==> src/rtl/xc20xx_cfg_pkg.sv <==
// Shared types and constants for the XC20xx serial configuration loader.
package xc20xx_cfg_pkg;

  typedef enum logic [2:0] {
    ST_IDLE,
    ST_PREAMBLE,
    ST_LENGTH,
    ST_START,
    ST_DATA,
    ST_STOP,
    ST_DONE,
    ST_ERROR
  } state_e;

  localparam logic [3:0]  PREAMBLE  = 4'b0010;
  localparam int unsigned STOP_BITS = 3;
  localparam int unsigned LEN_W     = 24;

  function automatic logic is_busy(input state_e s);
    return (s inside {ST_PREAMBLE, ST_LENGTH, ST_START, ST_DATA, ST_STOP});
  endfunction

endpackage

==> src/rtl/xc20xx_cfg_shreg.sv <==
// Serial-in/parallel-out frame shift register; first bit shifted in ends at the MSB.
module xc20xx_cfg_shreg #(
  parameter int unsigned WIDTH = 71
) (
  input  logic             clk_i,
  input  logic             rst_i,
  input  logic             shift_en_i,
  input  logic             ser_i,
  output logic [WIDTH-1:0] par_o
);

  logic [WIDTH-1:0] par_q;

  always_ff @(posedge clk_i) begin
    if (rst_i) begin
      par_q <= '0;
    end else if (shift_en_i) begin
      par_q <= {par_q[WIDTH-2:0], ser_i};
    end
  end

  assign par_o = par_q;

endmodule

==> src/rtl/xc20xx_cfg_loader.sv <==
// Bitstream loader: preamble/length header, then START/DATA/STOP framed configuration frames.
module xc20xx_cfg_loader
  import xc20xx_cfg_pkg::*;
#(
  parameter int unsigned FRAME_BITS = 71,
  parameter int unsigned NUM_FRAMES = 160,
  parameter int unsigned ADDR_W     = 8
) (
  input  logic                  K,
  input  logic                  R,
  input  logic                  DIN,
  input  logic                  DIN_VALID,
  output logic                  DIN_READY,
  output logic [FRAME_BITS-1:0] FRAME_DATA,
  output logic [ADDR_W-1:0]     FRAME_ADDR,
  output logic                  FRAME_WE,
  output logic [LEN_W-1:0]      LEN_CNT,
  output logic                  BUSY,
  output logic                  DONE,
  output logic                  ERR
);

  localparam int unsigned CNT_MAX = (FRAME_BITS > LEN_W) ? FRAME_BITS : LEN_W;
  localparam int unsigned CNT_W   = $clog2(CNT_MAX);

  state_e                state_q, state_d;
  logic [CNT_W-1:0]      bit_cnt_q;
  logic [ADDR_W-1:0]     frame_cnt_q;
  logic                  pre_ok_q;
  logic [LEN_W-1:0]      len_q;
  logic [FRAME_BITS-1:0] fdata_q;
  logic [ADDR_W-1:0]     faddr_q;
  logic                  we_q, busy_q, done_q, err_q, rdy_q;
  logic                  take, pre_exp, last_stop;
  logic [1:0]            pidx;
  logic [FRAME_BITS-1:0] sh_par;

  xc20xx_cfg_shreg #(.WIDTH(FRAME_BITS)) u_shreg (
    .clk_i      (K),
    .rst_i      (R),
    .shift_en_i (take && (state_q == ST_DATA)),
    .ser_i      (DIN),
    .par_o      (sh_par)
  );

  always_comb begin
    take      = DIN_VALID && rdy_q;
    pidx      = 2'd3 - bit_cnt_q[1:0];
    pre_exp   = PREAMBLE[pidx];
    last_stop = (bit_cnt_q == CNT_W'(STOP_BITS - 1));
    state_d   = state_q;
    if (take) begin
      case (state_q)
        ST_IDLE:     if (!DIN) state_d = ST_PREAMBLE;
        // Mismatches are accumulated in pre_ok_q and judged once the 4th bit arrives.
        ST_PREAMBLE: if (bit_cnt_q == CNT_W'(3))
                       state_d = (pre_ok_q && (DIN == pre_exp)) ? ST_LENGTH : ST_ERROR;
        ST_LENGTH:   if (bit_cnt_q == CNT_W'(LEN_W - 1)) state_d = ST_START;
        ST_START:    state_d = DIN ? ST_ERROR : ST_DATA;
        ST_DATA:     if (bit_cnt_q == CNT_W'(FRAME_BITS - 1)) state_d = ST_STOP;
        ST_STOP: begin
          if (!DIN)
            state_d = ST_ERROR;
          else if (last_stop)
            state_d = (frame_cnt_q == ADDR_W'(NUM_FRAMES - 1)) ? ST_DONE : ST_START;
        end
        default: state_d = state_q;
      endcase
    end
  end

  always_ff @(posedge K) begin
    if (R) begin
      state_q     <= ST_IDLE;
      bit_cnt_q   <= '0;
      frame_cnt_q <= '0;
      pre_ok_q    <= 1'b0;
      len_q       <= '0;
      fdata_q     <= '0;
      faddr_q     <= '0;
      we_q        <= 1'b0;
      busy_q      <= 1'b0;
      done_q      <= 1'b0;
      err_q       <= 1'b0;
      rdy_q       <= 1'b1;
    end else begin
      state_q <= state_d;
      busy_q  <= is_busy(state_d);
      done_q  <= (state_d == ST_DONE);
      err_q   <= (state_d == ST_ERROR);
      rdy_q   <= !((state_d == ST_DONE) || (state_d == ST_ERROR));
      we_q    <= 1'b0;
      if (take) begin
        if (state_d != state_q)
          bit_cnt_q <= (state_q == ST_IDLE) ? CNT_W'(1) : '0;
        else if (state_q != ST_IDLE)
          bit_cnt_q <= bit_cnt_q + 1'b1;
        if (state_q == ST_IDLE)     pre_ok_q <= 1'b1;
        if (state_q == ST_PREAMBLE) pre_ok_q <= pre_ok_q && (DIN == pre_exp);
        if (state_q == ST_LENGTH)   len_q    <= {len_q[LEN_W-2:0], DIN};
        if ((state_q == ST_STOP) && DIN && last_stop) begin
          fdata_q <= sh_par;
          faddr_q <= frame_cnt_q;
          we_q    <= 1'b1;
          if (state_d == ST_START) frame_cnt_q <= frame_cnt_q + 1'b1;
        end
      end
    end
  end

  assign DIN_READY  = rdy_q;
  assign FRAME_DATA = fdata_q;
  assign FRAME_ADDR = faddr_q;
  assign FRAME_WE   = we_q;
  assign LEN_CNT    = len_q;
  assign BUSY       = busy_q;
  assign DONE       = done_q;
  assign ERR        = err_q;

endmodule

==> config.mk <==
export PLATFORM = sky130hd
export DESIGN_NAME = xc20xx_cfg_loader
export DESIGN_NICKNAME = d
export VERILOG_FILES = /design/src/rtl/xc20xx_cfg_pkg.sv /design/src/rtl/xc20xx_cfg_shreg.sv /design/src/rtl/xc20xx_cfg_loader.sv
export SDC_FILE = /design/constraint.sdc
export NUM_CORES = 1
export LEC_CHECK = 0
export BUFFER_PORTS_ARGS = -buffer_cell sky130_fd_sc_hd__buf_2
export CAP_MARGIN = 20
export CORE_ASPECT_RATIO = 1.5
export CORE_MARGIN = 1
export CORE_UTILIZATION = 51
export DETAILED_ROUTE_END_ITERATION = 7
export GPL_ROUTABILITY_DRIVEN = 0
export GPL_TIMING_DRIVEN = 0
export PLACE_DENSITY = 0.76
export SETUP_SLACK_MARGIN = 0.2
export SLEW_MARGIN = 20
export SYNTH_ARGS = -nofsm -noshare
export SYNTH_HDL_FRONTEND = slang
export SYNTH_SLANG_ARGS = --single-unit
==> constraint.sdc <==
create_clock -name K -period 2.3 [get_ports K]
set_input_delay 0.23 -clock K [delete_from_list [all_inputs] [get_ports K]]
set_output_delay 0.23 -clock K [all_outputs]
set_load 0.03 [all_outputs]
==> impl_metrics.toml <==
[route]
highest_layer = "met4"
wl_met2_microns = 9110
drt_wl_total_microns = 17700
viasPerCell = 5.25
drt_iter0_markers = 272
vias = 6764
wl_met3_microns = 835
wl_per_cell_microns = 13.7
drt-met1-wl_microns = 7310
firstDrtPassIters = 4
drc = 0
antenna_left = 0

[die]
die_x_microns = 99.8
die_h_microns = 149
die-area_sq_um = 14800
rows = 53
start_util = 0.523
ios = 112
fp.coreArea_sq_um = 14000

[synth]
synth_flop_cell = "dfxtp_1"
synth_top_family_by_area = "simple AND/OR/NAND/NOR gates"
yosys.area_share.simple = 0.239
synthXorXnorAreaFrac = 0.00837
synth_compound_area_frac = 0.165
syn-instance-count = 933
async_flop_share = 0
synth_warnings = 0
synthMuxAreaShare = 0.00205
avgSynthCellArea_sq_um = 7.85
synth_cell_types = 48
synth_seq_cells = 198
syn-cell-area_sq_um = 7320
ys_seq_area_frac = 0.541
synth_fa_ha_area_frac = 0.00513
synth_nets = 940
synth_edf_count = 0

[timing]
tightest_slew_ps = 1050
post-route-period-util = 1.10
slew_violations = 0
fin_skew_ps = 13.0
finalHoldViolations = 0
fmax_ghz = 0.396
setup_ws_ps = -225
finalSetupViolCount = 20
worst_slew_margin_rel = 0.295
rsz0062_at_grt = "true"
period_needed_ps = 2530

[power]
cellPowerDensity_nw_per_um2 = 709
peakVddDrop_uv = 562
p_leak_nw = 3.44

[min_path]
hp-start = "R"
min_path_cells = 2
hold_path_class = "in2reg"
whs_endpoint = "state_q[1]"

[cts]
clk_latency_ps = 420
cts-htree-levels = 4
cts_tree = "built"
clock-sinks = 198
numCtsBuffers = 17
clk_path_buf_depth = 2
ctsRootBufferMaster = "clkbuf_16"
clk_pin_slew_ps = 70

[final_layout]
layout.nets = 1092
utilization = 0.657
num_antenna_cells = 0
drive_gt1_frac = 0.220
syn_to_final_growth_pct = 25.5

[critical_path]
path_depth = 7
r2r_slack_ps = -230
crit_type = "reg2reg"
crit_path_max_incr_delay_ps = 540
critPathSlowestCell = "or4b_4"
cp_num_buf_inv = 1
crit_family = "simple AND/OR/NAND/NOR gates"
worstPathMaxFanout = 5
end_kind = "register"
reg2reg_depth = 7
arrival_ps = 2840
r2r_start = "bit_cnt_q[2]"
path_cells = "buf_6 > or4b_4 > or4b_4 > a211o_1 > o211ai_2 > a211oi_2 > mux2_4"
cp-start-kind = "register"
critPathRequiredTime_ps = 2610
worstReg2RegEnd = "bit_cnt_q[0]"
cpMostUsedCell = "or4b_4"

[outcome]
outcome = "complete, but fails checks"
violations = "negative setup slack"

[place]
portBuffers = 110
post-place-ws_ps = -471
dp_hpwl_microns = 11800

[grt]
overflow = 0
grt_max_degree = 17
track_usage = 0.238
grt_pass1_wl_microns = 28500
grt_pass1_vias = 6273
antenna_found_initial = 0

[flow_run]
cap_violations = 0
==> report_power, final <==
group          switching (mW)  leakage [nW]  internal [mW]
sequential             0.0127          1.60           3.44
clock                    1.27         0.262           1.53
combinational           0.174          1.58         0.0889
total                    1.46          3.44           5.05
==> placed cells by master, fill, tap and decap left out, types with 3 or more instances in the layout <==
| cell type | Yosys | layout |
|---|---|---|
| o21ai_2 | 0 | 3 |
| nor2_1 | 19 | 18 |
| and3_1 | 3 | 3 |
| nand2_1 | 359 | 358 |
| o21ai_0 | 9 | 5 |
| dfxtp_1 | 198 | 195 |
| o211ai_1 | 5 | 5 |
| buf_4 | 0 | 16 |
| nand3_1 | 5 | 5 |
| buf_8 | 0 | 3 |
| buf_6 | 1 | 11 |
| nand4_1 | 6 | 6 |
| nor2b_1 | 4 | 3 |
| a211o_1 | 3 | 3 |
| or2_2 | 3 | 3 |
| buf_2 | 1 | 119 |
| clkbuf_2 | 0 | 17 |
| nor3_1 | 4 | 3 |
| a21oi_1 | 189 | 185 |
| clkbuf_1 | 64 | 34 |
| inv_1 | 7 | 6 |
| a21oi_2 | 0 | 4 |
| clkbuf_16 | 0 | 17 |
| or4b_4 | 1 | 3 |
| xnor2_1 | 6 | 5 |
| or3_4 | 0 | 3 |
==> cell usage after synthesis (3+ instances only) <==
cell type  instances  area share
and3_1             3      0.0026
clkbuf_1          64       0.033
a211o_1            3      0.0036
nor3_1             4      0.0027
nor2b_1            4      0.0034
nand3_1            5      0.0034
o21ai_0            9      0.0062
a211oi_1           3      0.0031
a21oi_1          189        0.13
o211ai_1           5      0.0051
xnor2_1            6      0.0072
dfxtp_1          198        0.54
or3_1              5      0.0043
ha_1               3      0.0051
nand2_1          359        0.18
nand4_1            6      0.0051
inv_1              7      0.0036
or2_2              3      0.0026
nor2_1            19      0.0097
==> how the worst max path moves through the flow <==
| stage | from | endpoint | slack, ps |
|---|---|---|---|
| 2_1_floorplan | bit_cnt_q[1] | bit_cnt_q[0] | -80 |
| 3_3_place_gp | bit_cnt_q[0] | FRAME_DATA[4] | -440 |
| 3_5_place_dp | bit_cnt_q[0] | FRAME_DATA[4] | -470 |
| 4_1_cts | bit_cnt_q[0] | bit_cnt_q[0] | -210 |
| 5_1_grt | bit_cnt_q[2] | bit_cnt_q[0] | -290 |
| 6_report | bit_cnt_q[2] | bit_cnt_q[0] | -230 |
==> cell families after synthesis <==
| group | count (synthesis) |
|---|---|
| buffers and inverters | 74 |
| DFF | 198 |
| muxes | 1 |
| and+or+nand+nor | 426 |
| xor gates and xnor gates | 7 |
| AOI/OAI and AO/OA | 224 |
| adders and majority gates | 3 |
==> cell type report <==
type / count / area, sq um
Fill cell: 1215 / 4810
Sequential cell: 198 / 3970
Multi-Input combinational cell: 661 / 3300
Timing Repair Buffer: 134 / 768
Clock buffer: 21 / 450
Buffer: 66 / 337
Tap cell: 192 / 240
Clock inverter: 9 / 96.3
Inverter: 7 / 26.3
==> per-stage QoR <==
| step | setup TNS (ps) | power [mW] | hold slack (ps) | area, sq um | std cells |
|---|---|---|---|---|---|
| CTS | -1800 | 6.53 | 40.7 | 8900 | 1277 |
| finish | -2500 | 6.51 | 62.7 | 9190 | 1288 |
| detailed placement | -33430 | 3.74 | 445 | 8150 | 1235 |
| global route | -3720 | 6.72 | 54.9 | 9190 | 1288 |
| floorplan | -84.6 | 3.68 | 314 | 7350 | 933 |
| global placement | -30360 | 3.74 | 439 | 8150 | 1235 |
==> flip-flops by register name, summed over array words and instances, names as in the netlist <==
register and flops:
FRAME_DATA 71, u_shreg.par_o 71, LEN_CNT 24, FRAME_ADDR 8
frame_cnt_q 8, bit_cnt_q 7, state_q 3, BUSY 1
DIN_READY 1, DONE 1, ERR 1, FRAME_WE 1
pre_ok_q 1
==> timing repair <==
action | CTS | global route
gates resized for setup | 38 | 95
setup endpoints to repair | 169 | 190
pin swaps | 16 | 16
buffers inserted | 11 | 11
gates cloned | 1 | 1
hold buffers | 0 | 0
hold endpoints to repair | 0 | 0
==> per-layer routing <==
layer / vias up / GRT usage
met1: 3155 / 0.277
met4: 0 / 0.110
met2: 190 / 0.419
met5: - / 0
met3: 40 / 0.0445
li1: 3379 / -
Power figures use the tool's default switching activity.
